[src/rtl/fp32_add_pipe.sv]
// fp32_add_pipe: three-stage IEEE-754 single-precision adder with valid/ready
// flow control and a sideband tag. S1 unpacks and aligns, S2 adds or
// subtracts, S3 normalises, rounds (nearest-even) and holds the result.
// Subnormals are flushed to zero on input and on output.
module fp32_add_pipe #(
    parameter int TAG_W = 4
) (
    input  logic             clk,
    input  logic             rst_n,
    input  logic             in_valid,
    output logic             in_ready,
    input  logic [31:0]      op_a,
    input  logic [31:0]      op_b,
    input  logic [TAG_W-1:0] in_tag,
    output logic             out_valid,
    input  logic             out_ready,
    output logic [31:0]      sum,
    output logic [TAG_W-1:0] out_tag
);

    localparam logic [31:0] CANON_NAN = 32'h7FC0_0000;

    // ------------------------------------------------------------------
    // Stage registers
    // ------------------------------------------------------------------
    logic             s1_valid_q, s1_valid_d;
    logic             s1_sign_q, s1_sign_d;
    logic [7:0]       s1_exp_q, s1_exp_d;
    logic [26:0]      s1_big_q, s1_big_d;
    logic [26:0]      s1_small_q, s1_small_d;
    logic             s1_sub_q, s1_sub_d;
    logic             s1_spec_q, s1_spec_d;
    logic [31:0]      s1_spec_val_q, s1_spec_val_d;
    logic [TAG_W-1:0] s1_tag_q, s1_tag_d;

    logic             s2_valid_q, s2_valid_d;
    logic             s2_sign_q, s2_sign_d;
    logic [7:0]       s2_exp_q, s2_exp_d;
    logic [27:0]      s2_sum_q, s2_sum_d;
    logic             s2_spec_q, s2_spec_d;
    logic [31:0]      s2_spec_val_q, s2_spec_val_d;
    logic [TAG_W-1:0] s2_tag_q, s2_tag_d;

    logic             s3_valid_q, s3_valid_d;
    logic [31:0]      sum_q, sum_d;
    logic [TAG_W-1:0] out_tag_q, out_tag_d;

    // Stage load enables: a stage takes new content when it is empty or
    // its current content is moving on, so bubbles collapse.
    logic s1_en, s2_en, s3_en;

    // Load enables chained back from the consumer handshake
    always_comb begin
        s3_en = ~s3_valid_q | out_ready;
        s2_en = ~s2_valid_q | s3_en;
        s1_en = ~s1_valid_q | s2_en;
    end

    assign in_ready  = s1_en;
    assign out_valid = s3_valid_q;
    assign sum       = sum_q;
    assign out_tag   = out_tag_q;

    // ------------------------------------------------------------------
    // S1: unpack, classify, swap, align
    // ------------------------------------------------------------------
    logic        a_zero, b_zero, a_nan, b_nan, a_inf, b_inf;
    logic [30:0] a_mag, b_mag;
    logic        swap;
    logic [31:0] big_op, small_op;
    logic        big_zero, small_zero;
    logic [7:0]  exp_diff;
    logic [26:0] small_full, small_shifted, lost_mask, aligned;
    logic        spec, spec_zero;
    logic [31:0] spec_val;

    // Operand classification, magnitude swap and alignment shift
    always_comb begin
        a_zero = (op_a[30:23] == 8'd0);
        b_zero = (op_b[30:23] == 8'd0);
        a_nan  = (&op_a[30:23]) & (|op_a[22:0]);
        b_nan  = (&op_b[30:23]) & (|op_b[22:0]);
        a_inf  = (&op_a[30:23]) & ~(|op_a[22:0]);
        b_inf  = (&op_b[30:23]) & ~(|op_b[22:0]);
        // Subnormals count as zero magnitude so they never win the swap
        a_mag  = a_zero ? 31'd0 : op_a[30:0];
        b_mag  = b_zero ? 31'd0 : op_b[30:0];
        swap   = (b_mag > a_mag);

        big_op     = swap ? op_b : op_a;
        small_op   = swap ? op_a : op_b;
        big_zero   = swap ? b_zero : a_zero;
        small_zero = swap ? a_zero : b_zero;

        exp_diff   = big_op[30:23] - small_op[30:23];
        small_full = small_zero ? 27'd0 : {1'b1, small_op[22:0], 3'b000};
        lost_mask  = ~(27'h7FF_FFFF << exp_diff[4:0]);
        small_shifted = small_full >> exp_diff[4:0];
        if (exp_diff >= 8'd26) begin
            // Nothing of B lands above the sticky position
            aligned = {26'd0, |small_full};
        end else begin
            aligned = small_shifted | {26'd0, |(small_full & lost_mask)};
        end

        // Special results bypass the datapath and ride along to S3
        spec_zero = a_zero & b_zero;
        spec      = 1'b0;
        spec_val  = 32'd0;
        if (a_nan | b_nan | (a_inf & b_inf & (op_a[31] ^ op_b[31]))) begin
            spec     = 1'b1;
            spec_val = CANON_NAN;
        end else if (a_inf) begin
            spec     = 1'b1;
            spec_val = op_a;
        end else if (b_inf) begin
            spec     = 1'b1;
            spec_val = op_b;
        end else if (spec_zero) begin
            spec     = 1'b1;
            spec_val = {op_a[31] & op_b[31], 31'd0};
        end
    end

    // S1 next-state: load a new operation on accept, otherwise hold
    always_comb begin
        s1_valid_d    = s1_en ? in_valid : s1_valid_q;
        s1_sign_d     = s1_sign_q;
        s1_exp_d      = s1_exp_q;
        s1_big_d      = s1_big_q;
        s1_small_d    = s1_small_q;
        s1_sub_d      = s1_sub_q;
        s1_spec_d     = s1_spec_q;
        s1_spec_val_d = s1_spec_val_q;
        s1_tag_d      = s1_tag_q;
        if (s1_en && in_valid) begin
            s1_sign_d     = big_op[31];
            s1_exp_d      = big_op[30:23];
            s1_big_d      = big_zero ? 27'd0 : {1'b1, big_op[22:0], 3'b000};
            s1_small_d    = aligned;
            s1_sub_d      = op_a[31] ^ op_b[31];
            s1_spec_d     = spec;
            s1_spec_val_d = spec_val;
            s1_tag_d      = in_tag;
        end
    end

    // ------------------------------------------------------------------
    // S2: magnitude add or subtract (non-negative thanks to the swap)
    // ------------------------------------------------------------------
    // S2 next-state: compute the 28-bit sum when S1 moves forward
    always_comb begin
        s2_valid_d    = s2_en ? s1_valid_q : s2_valid_q;
        s2_sign_d     = s2_sign_q;
        s2_exp_d      = s2_exp_q;
        s2_sum_d      = s2_sum_q;
        s2_spec_d     = s2_spec_q;
        s2_spec_val_d = s2_spec_val_q;
        s2_tag_d      = s2_tag_q;
        if (s2_en && s1_valid_q) begin
            s2_sign_d     = s1_sign_q;
            s2_exp_d      = s1_exp_q;
            s2_sum_d      = s1_sub_q ? ({1'b0, s1_big_q} - {1'b0, s1_small_q})
                                     : ({1'b0, s1_big_q} + {1'b0, s1_small_q});
            s2_spec_d     = s1_spec_q;
            s2_spec_val_d = s1_spec_val_q;
            s2_tag_d      = s1_tag_q;
        end
    end

    // ------------------------------------------------------------------
    // S3: normalise, round to nearest-even, pack
    // ------------------------------------------------------------------
    logic [4:0]        lzc;
    logic [26:0]       norm;
    logic signed [9:0] exp_n, exp_r;
    logic              round_up;
    logic [24:0]       man_r;
    logic [22:0]       frac;
    logic [31:0]       result;

    // Normalisation, rounding and overflow/underflow handling
    always_comb begin
        lzc = 5'd0;
        for (int i = 0; i < 27; i++) begin
            if (s2_sum_q[i]) begin
                lzc = 5'(26 - i);
            end
        end

        if (s2_sum_q[27]) begin
            // Carry-out: shift right one, folding the lost bit into sticky
            norm  = {s2_sum_q[27:2], s2_sum_q[1] | s2_sum_q[0]};
            exp_n = $signed({2'b00, s2_exp_q}) + 10'sd1;
        end else begin
            norm  = s2_sum_q[26:0] << lzc;
            exp_n = $signed({2'b00, s2_exp_q}) - $signed({5'd0, lzc});
        end

        // Bits [2:0] are guard, round, sticky; bit 3 is the result LSB
        round_up = norm[2] & (norm[1] | norm[0] | norm[3]);
        man_r    = {1'b0, norm[26:3]} + {24'd0, round_up};
        if (man_r[24]) begin
            exp_r = exp_n + 10'sd1;
            frac  = man_r[23:1];
        end else begin
            exp_r = exp_n;
            frac  = man_r[22:0];
        end

        if (s2_spec_q) begin
            result = s2_spec_val_q;
        end else if (s2_sum_q == 28'd0) begin
            result = 32'd0;
        end else if (exp_r >= 10'sd255) begin
            result = {s2_sign_q, 8'hFF, 23'd0};
        end else if (exp_r <= 10'sd0) begin
            result = {s2_sign_q, 31'd0};
        end else begin
            result = {s2_sign_q, exp_r[7:0], frac};
        end
    end

    // S3 next-state: output register loads only real results so it holds
    always_comb begin
        s3_valid_d = s3_en ? s2_valid_q : s3_valid_q;
        sum_d      = sum_q;
        out_tag_d  = out_tag_q;
        if (s3_en && s2_valid_q) begin
            sum_d     = result;
            out_tag_d = s2_tag_q;
        end
    end

    // All pipeline state, cleared asynchronously
    always_ff @(posedge clk or negedge rst_n) begin
        if (!rst_n) begin
            s1_valid_q    <= 1'b0;
            s1_sign_q     <= 1'b0;
            s1_exp_q      <= 8'd0;
            s1_big_q      <= 27'd0;
            s1_small_q    <= 27'd0;
            s1_sub_q      <= 1'b0;
            s1_spec_q     <= 1'b0;
            s1_spec_val_q <= 32'd0;
            s1_tag_q      <= '0;
            s2_valid_q    <= 1'b0;
            s2_sign_q     <= 1'b0;
            s2_exp_q      <= 8'd0;
            s2_sum_q      <= 28'd0;
            s2_spec_q     <= 1'b0;
            s2_spec_val_q <= 32'd0;
            s2_tag_q      <= '0;
            s3_valid_q    <= 1'b0;
            sum_q         <= 32'd0;
            out_tag_q     <= '0;
        end else begin
            s1_valid_q    <= s1_valid_d;
            s1_sign_q     <= s1_sign_d;
            s1_exp_q      <= s1_exp_d;
            s1_big_q      <= s1_big_d;
            s1_small_q    <= s1_small_d;
            s1_sub_q      <= s1_sub_d;
            s1_spec_q     <= s1_spec_d;
            s1_spec_val_q <= s1_spec_val_d;
            s1_tag_q      <= s1_tag_d;
            s2_valid_q    <= s2_valid_d;
            s2_sign_q     <= s2_sign_d;
            s2_exp_q      <= s2_exp_d;
            s2_sum_q      <= s2_sum_d;
            s2_spec_q     <= s2_spec_d;
            s2_spec_val_q <= s2_spec_val_d;
            s2_tag_q      <= s2_tag_d;
            s3_valid_q    <= s3_valid_d;
            sum_q         <= sum_d;
            out_tag_q     <= out_tag_d;
        end
    end

endmodule

[config.mk]
export PLATFORM = sky130hd
export DESIGN_NAME = fp32_add_pipe
export DESIGN_NICKNAME = d
export VERILOG_FILES = /design/src/rtl/fp32_add_pipe.sv
export SDC_FILE = /design/constraint.sdc
export NUM_CORES = 1
export LEC_CHECK = 0
export ABC_CLOCK_PERIOD_IN_PS = 13700
export BUFFER_PORTS_ARGS = -buffer_cell sky130_fd_sc_hd__buf_4
export CAP_MARGIN = 20
export CORE_MARGIN = 8
export CORE_UTILIZATION = 55
export DETAILED_ROUTE_END_ITERATION = 7
export PLACE_DENSITY = 0.73
export RECOVER_POWER = 50
export SLEW_MARGIN = 20
export SYNTH_ARGS = -nofsm -noshare
export SYNTH_HDL_FRONTEND = slang
export SYNTH_SLANG_ARGS = --single-unit
[constraint.sdc]
create_clock -name clk -period 13.7 [get_ports clk]
set_clock_uncertainty 0.2 [all_clocks]
set_input_delay 0.685 -clock clk [delete_from_list [all_inputs] [get_ports clk]]
set_output_delay 0.685 -clock clk [all_outputs]
set_load 0.02 [all_outputs]
Word-level counts from Yosys, hierarchy flattened

Index checks and enable logic that the tools add are counted.

Flip-flop bits (word level): 214
Latch bits: 0
Bits in writable memories: 0
ROM bits: 0
Bits of input ports: 72
Output and inout port bits: 38
Memories kept: 0

Add/sub/neg operators: 7
Multipliers: 0
Div/mod/pow operators: 0
Magnitude comparators: 4
Equal/unequal tests: 0
Shift operators: 3
Muxes and demuxes: 53
Bitwise logic cells: 26
Reduce and logical (&&, ||, !) cells: 12

Operator list:

| operator                                                            | count |
|---|---|
| 2-to-1 mux 32 bit                                                   | 7 |
| 2-to-1 mux 31 bit                                                   | 5 |
| 2-to-1 mux 5 bit                                                    | 27 |
| 2-to-1 mux 27 bit                                                   | 4 |
| OR reduction 27 bit                                                 | 2 |
| OR reduction 23 bit                                                 | 2 |
| greater-than comparator 31 bit                                      | 1 |
| adder 27 x 27 -> 28 bit                                             | 1 |
| logical NOT 28 bit                                                  | 1 |
| 2-to-1 mux 28 bit                                                   | 1 |
| subtractor 27 x 27 -> 28 bit                                        | 1 |
| AND 27 bit                                                          | 1 |
| inverter 27 bit                                                     | 1 |
| bitwise OR 27 x 1 -> 27 bit                                         | 1 |
| << shifter 27 x 5 -> 27 bit                                         | 1 |
| << shifter 27 x 5 -> 27 bit (first input constant)                  | 1 |
| >> shifter 27 x 5 -> 27 bit                                         | 1 |
| adder 24 x 1 -> 25 bit                                              | 1 |
| 2-to-1 mux 23 bit                                                   | 1 |
| 2-to-1 mux 10 bit                                                   | 2 |
| logical NOT 8 bit                                                   | 2 |
| AND reduction 8 bit                                                 | 2 |
| adder 10 x 2 -> 10 bit (second input constant)                      | 1 |
| greater-or-equal comparator 10 x 9 -> 1 bit (second input constant) | 1 |
| 11 further kinds                                                    | 37 |

Logic depth before layout (Yosys ltp)

Word-level depth: 39
Gate-level depth with buffers: 33
Gate-level depth less buffers: 26

Worst setup path after synthesis

OpenSTA, ideal clock, no wires.

Kind: input port to flip-flop
Start point: input op_a[23]
End point: register s1_small_q[23]
Setup time: 0.067 ns
Arrival: 7.402 ns
Required time: 13.433 ns
Slack: 6.030 ns
Stages on the path: 32
Path buffers: 7
Cells stage by stage: clkbuf_1 -> nor4_1 -> nand2_1 -> clkbuf_1 -> nand2_1 -> ha_1 -> nand4_1 -> nor4_1 -> nand4_1 -> o21a_1 -> o21ai_1 -> clkbuf_1 -> clkbuf_1 -> clkbuf_1 -> clkbuf_1 -> nor2_1 -> a22oi_1 -> ha_1 -> inv_1 -> and3_1 -> a221oi_1 -> nor3b_1 -> a32oi_1 -> o211ai_1 -> a21oi_1 -> nor3_1 -> a21oi_1 -> xnor2_1 -> nand3_1 -> nor3_1 -> clkbuf_1 -> a32o_1

Word-level cells in the longest chain between the ends: 8
Elaborated cells on any way between the ends: 12
Classes of those cells: add/sub: 1; order compare: 2; shift: 1; mux: 6; bitwise: 1; reduce/logical: 1

RTL lines:

| item                                                         | RTL line | source |
|---|---|---|
| from (decl)                                                  | 12       | `input logic [31:0] op_a,` |
| logical NOT 8 bit                                            | 79       | `a_zero = (op_a[30:23] == 8'd0);` |
| 2-to-1 mux 31 bit                                            | 86       | `a_mag = a_zero ? 31'd0 : op_a[30:0];` |
| greater-than comparator 31 bit                               | 88       | `swap = (b_mag > a_mag);` |
| 2-to-1 mux 32 bit (tied with other cells)                    | 90       | `big_op = swap ? op_b : op_a;` |
| subtractor 8 bit / 2-to-1 mux 27 bit (equally long branches) | 95, 96   |  |
| >> shifter 27 x 5 -> 27 bit                                  | 98       | `small_shifted = small_full >> exp_diff[4:0];` |
| bitwise OR 27 x 1 -> 27 bit                                  | 103      | `aligned = small_shifted \| {26'd0, \|(small_full & lost_mask)};` |
| 2-to-1 mux 27 bit (*)                                        | 99       | `if (exp_diff >= 8'd26) begin` |
| to (signal assigned)                                         | 262      | `s1_small_q <= s1_small_d;` |
| to (decl)                                                    | 30       | `logic [26:0] s1_small_q, s1_small_d;` |

Mark *: on every way between the ends. The rest lies on a longest branch, timed or not.
A chain may end at the register's enable or synchronous reset.

Final worst setup path

Start point: register s2_sum_q[4]
End point: register sum_q[11], in the netlist sum[11]

Word-level cells in the longest chain between the ends: 35
Elaborated cells on any way between the ends: 41
Classes of those cells: add/sub: 3; order compare: 2; shift: 1; mux: 31; bitwise: 3; reduce/logical: 1

RTL lines:

| item                                     | RTL line | source |
|---|---|---|
| from (decl)                              | 39       | `logic [27:0] s2_sum_q, s2_sum_d;` |
| from (signal assigned)                   | 270      | `s2_sum_q <= s2_sum_d;` |
| 2-to-1 mux 5 bit (23 in series)          | 186      | `if (s2_sum_q[i]) begin` |
| << shifter 27 x 5 -> 27 bit              | 196      | `norm = s2_sum_q[26:0] << lzc;` |
| 2-to-1 mux 27 bit                        | 191      | `if (s2_sum_q[27]) begin` |
| bitwise OR 1 bit (2 in series)           | 201      | `round_up = norm[2] & (norm[1] \| norm[0] \| norm[3]);` |
| AND 1 bit                                | 201      |  |
| adder 24 x 1 -> 25 bit                   | 202      | `man_r = {1'b0, norm[26:3]} + {24'd0, round_up};` |
| 2-to-1 mux 10 bit                        | 203      | `if (man_r[24]) begin` |
| less-or-equal comparator 10 x 1 -> 1 bit | 217      | `end else if (exp_r <= 10'sd0) begin` |
| 2-to-1 mux 31 bit                        | 217      |  |
| 2-to-1 mux 31 bit                        | 215      | `end else if (exp_r >= 10'sd255) begin` |
| 2-to-1 mux 32 bit (*)                    | 213      | `end else if (s2_sum_q == 28'd0) begin` |
| 2-to-1 mux 32 bit (*)                    | 211      | `if (s2_spec_q) begin` |
| to (signal assigned)                     | 275      | `sum_q <= sum_d;` |
| to (decl)                                | 45       | `logic [31:0] sum_q, sum_d;` |

Marks and branches as above.

==> run metrics <==
status finished, violations left; failing checks capacitance limit, slew limit; via count 17300; final setup fails 0; Die Ht 195 um; Setup Buffers After CTS 0; crit path time final 7540 ps; clock sink total 211; CTS Buffer Depth 3; H-tree lvl count 1; initial antenna violation count 0; DR iter-0 viols between 1500 and 2000; cell taking the most area after synthesis dfrtp_1; Post-synth EDFFs 0; count of state elements after synthesis 211; syn avg cell area 7.81 um2; WP data arrival 7750 ps; DR pass1 iterations 6; first-pass GRT wire length 90.1 mm; post-synth top area share 29.8%; Post-CTS Resized 0; clock slew at reported path FFs 60 ps; Setup crit end kind register; Final Hold Viols 0; gpl congestion 0.945; cell count after synthesis 2269; Max FO, Critical Path 25; Detailed Route WL 56.3 mm; global route total overflow 0; IO Port Bufs 109; vias in the first global route roughly 17000; Reg2Reg Depth 18; largest net degree at the start of global routing 98; Post-Syn Area ~0.018 mm2; Die Wd 195 um; Final #Nets 2410; Cell Chain, Critical Path a221oi_1 -> or4_4 -> a21o_1 -> o21ai_4 -> inv_2 -> mux2i_1 -> a21oi_1 -> a31oi_1 -> inv_1 -> ha_1 -> o211ai_1 -> nor3_4 -> nand4_4 -> nor4b_4 -> nand3_1 -> xor2_1 -> or4_1 -> o41ai_1; Initial Util a little under three fifths; core area between 0.03 and 0.04 mm2; P&R area growth vs syn 9.35%; Adder-Cell Fraction of Synth Area roughly 4.8%; Cell variety after synth 92; fin area 0.0194 mm2; DRC violations left 0; complex-gate fraction of the synthesized area around 23%; dpl cell area around 0.019 mm2; max_cap viols 4; Fmax achieved 133 MHz; wire per inst ~21 um; aggregate global-route resource usage 28.4%; Synth Area in Simple Gates 24.0%; commonest non-fill, non-tap cell in the layout nand2_1; Setup TNS 0 ps; CTS tree done; clock buffer count from CTS 24; dominant synthesized flop cell dfrtp_1; final hold slack 160 ps; mux share of post-synthesis cell area under 10%; kind of critical path reg -> reg; Critical Path Max Stage Delay 970 ps; Root Buffer clkbuf_16; Worst-Margin Slew roughly 4400 ps; # rows 65; Hold Path Class in -> reg; WP data required between 10000 and 15000 ps; layout cell share with drive strength beyond 1 11.3%; fin crit share 55.0%; Pins Over Slew Limit 266; Pleak 8.60 nW; critical path's slowest cell or4_1; synth top area cells dfrtp_1, nand2_1, a21oi_1; highest-count cells in the layout ignoring fill and taps nand2_1, dfrtp_1, nor2_1; PwrDens ~220 mW/mm2; dpl hpwl 41.3 mm; antenna-violating nets left 0; Ys Warns 0; RSZ-0062 raised after global routing false; die footprint 0.0382 mm2; Mapped Nets 2408; I/O pin cnt 110; Worst Hold Depth 3; Synth async-reset ratio between 90% and 100%; main combinational cell family by area after synthesis simple AND/OR/NAND/NOR gates; VDD IR max 108 uV; Via density 6.45; CP startpoint kind register; Slew Limit Headroom -195%; sequential share of the synthesized area 29.8%; xor and xnor area share after synthesis 4.70%; diode count 0; cts hold-fix bufs 0; clock latency on the worst-skew pair 520 ps
-- worst max-delay path: cells and delay by family, from the launching register on --
family          cells  cell delay [ps]
buf+inv             2              460
compound gates      7             2530
simple gates        6             2960
xor+xnor            1              220
mux                 1              210
fa+ha+maj           1              210
flops               1              620
-- state kept, by name, indices dropped and copies added, names as in the netlist --
register,count
s1_small_q,27
s2_sign_q,1
s2_valid_q,1
s2_spec_q,1
s1_sign_q,1
s2_sum_q,28
s2_spec_val_q,32
s1_spec_val_q,32
s1_big_q,24
s1_sub_q,1
out_tag,4
s1_spec_q,1
s1_tag_q,4
s2_exp_q,8
s2_tag_q,4
sum,32
s1_exp_q,8
out_valid,1
s1_valid_q,1
-- routing by layer --
layer	up-vias	wire (um)	track usage, %	part of all wire [%]
li1	8208	-	-	-
met2	647	26700	47.3	47
met1	8346	24200	37.3	43
met4	0	2150	11.3	3.8
met3	146	3280	3.30	5.8
met5	-	0	0	0
-- area by class of cell --
type	instances	area (um2)
tap	402	503
multi-input combinational	1838	11600
inverter	57	219
fill	2884	12300
clock inverter	10	120
timing repair buffer	139	976
clock buffer	32	681
sequential	211	5280
-- final timing paths --
check,slack (ps),endpoint,start
max in group asynchronous,6870,out_tag[0],rst_n
min in group asynchronous,1510,s2_sum_q[4],rst_n
worst min-delay path,160,s1_tag_q[3],in_tag[3]
worst max register to register,6160,sum[11],s2_sum_q[4]
worst min register to register,270,out_tag[3],s2_tag_q[3]
worst max-delay path,6160,sum[11],s2_sum_q[4]
-- where the power goes --
part	switching (mW)	leakage [nW]	total (mW)	internal (mW)
logic	1.72	5.52	2.70	0.982
registers	0.208	2.68	0.967	0.759
clock network	0.259	0.391	0.645	0.387
total	2.18	8.60	4.31	2.13
-- cells by family after synthesis --
family,count (synthesis)
XOR/XNOR,95
buffers and inverters,220
adder cells (fa/ha/maj),68
multiplexers,140
AND/OR/NAND/NOR,901
flip-flops,211
AO/OA/AOI/OAI,634
-- cell usage after synthesis (all sizes together) (23+ instances only) --
cell and count:
buf 41, xor2 29, o31ai 36, ha 66, and3 38, nand3 47, a21oi 166, o21ai 153
xnor2 66, nand2b 23, nand4 23, nor2 203, nor3 64, mux2i 78, mux2 60, o211ai 37
and2 65, nand2 360, a211oi 29, inv 57, a31oi 33, dfrtp 211, o22ai 23, clkbuf 122
-- per-stage QoR --
step / worst slack, ps / cells / power (mW) / utilization [%]
6_report: 6160 / 2689 / 4.31 / 61.2
5_1_grt: 5540 / 2689 / 4.60 / 61.2
4_1_cts: 6280 / 2689 / 4.29 / 61.5
3_5_place_dp: 6090 / 2647 / 3.63 / 58.9
3_3_place_gp: 6170 / 2647 / 3.60 / 58.9
2_1_floorplan: 6030 / 2269 / 2.88 / -
(Power assumes the default switching activity.)
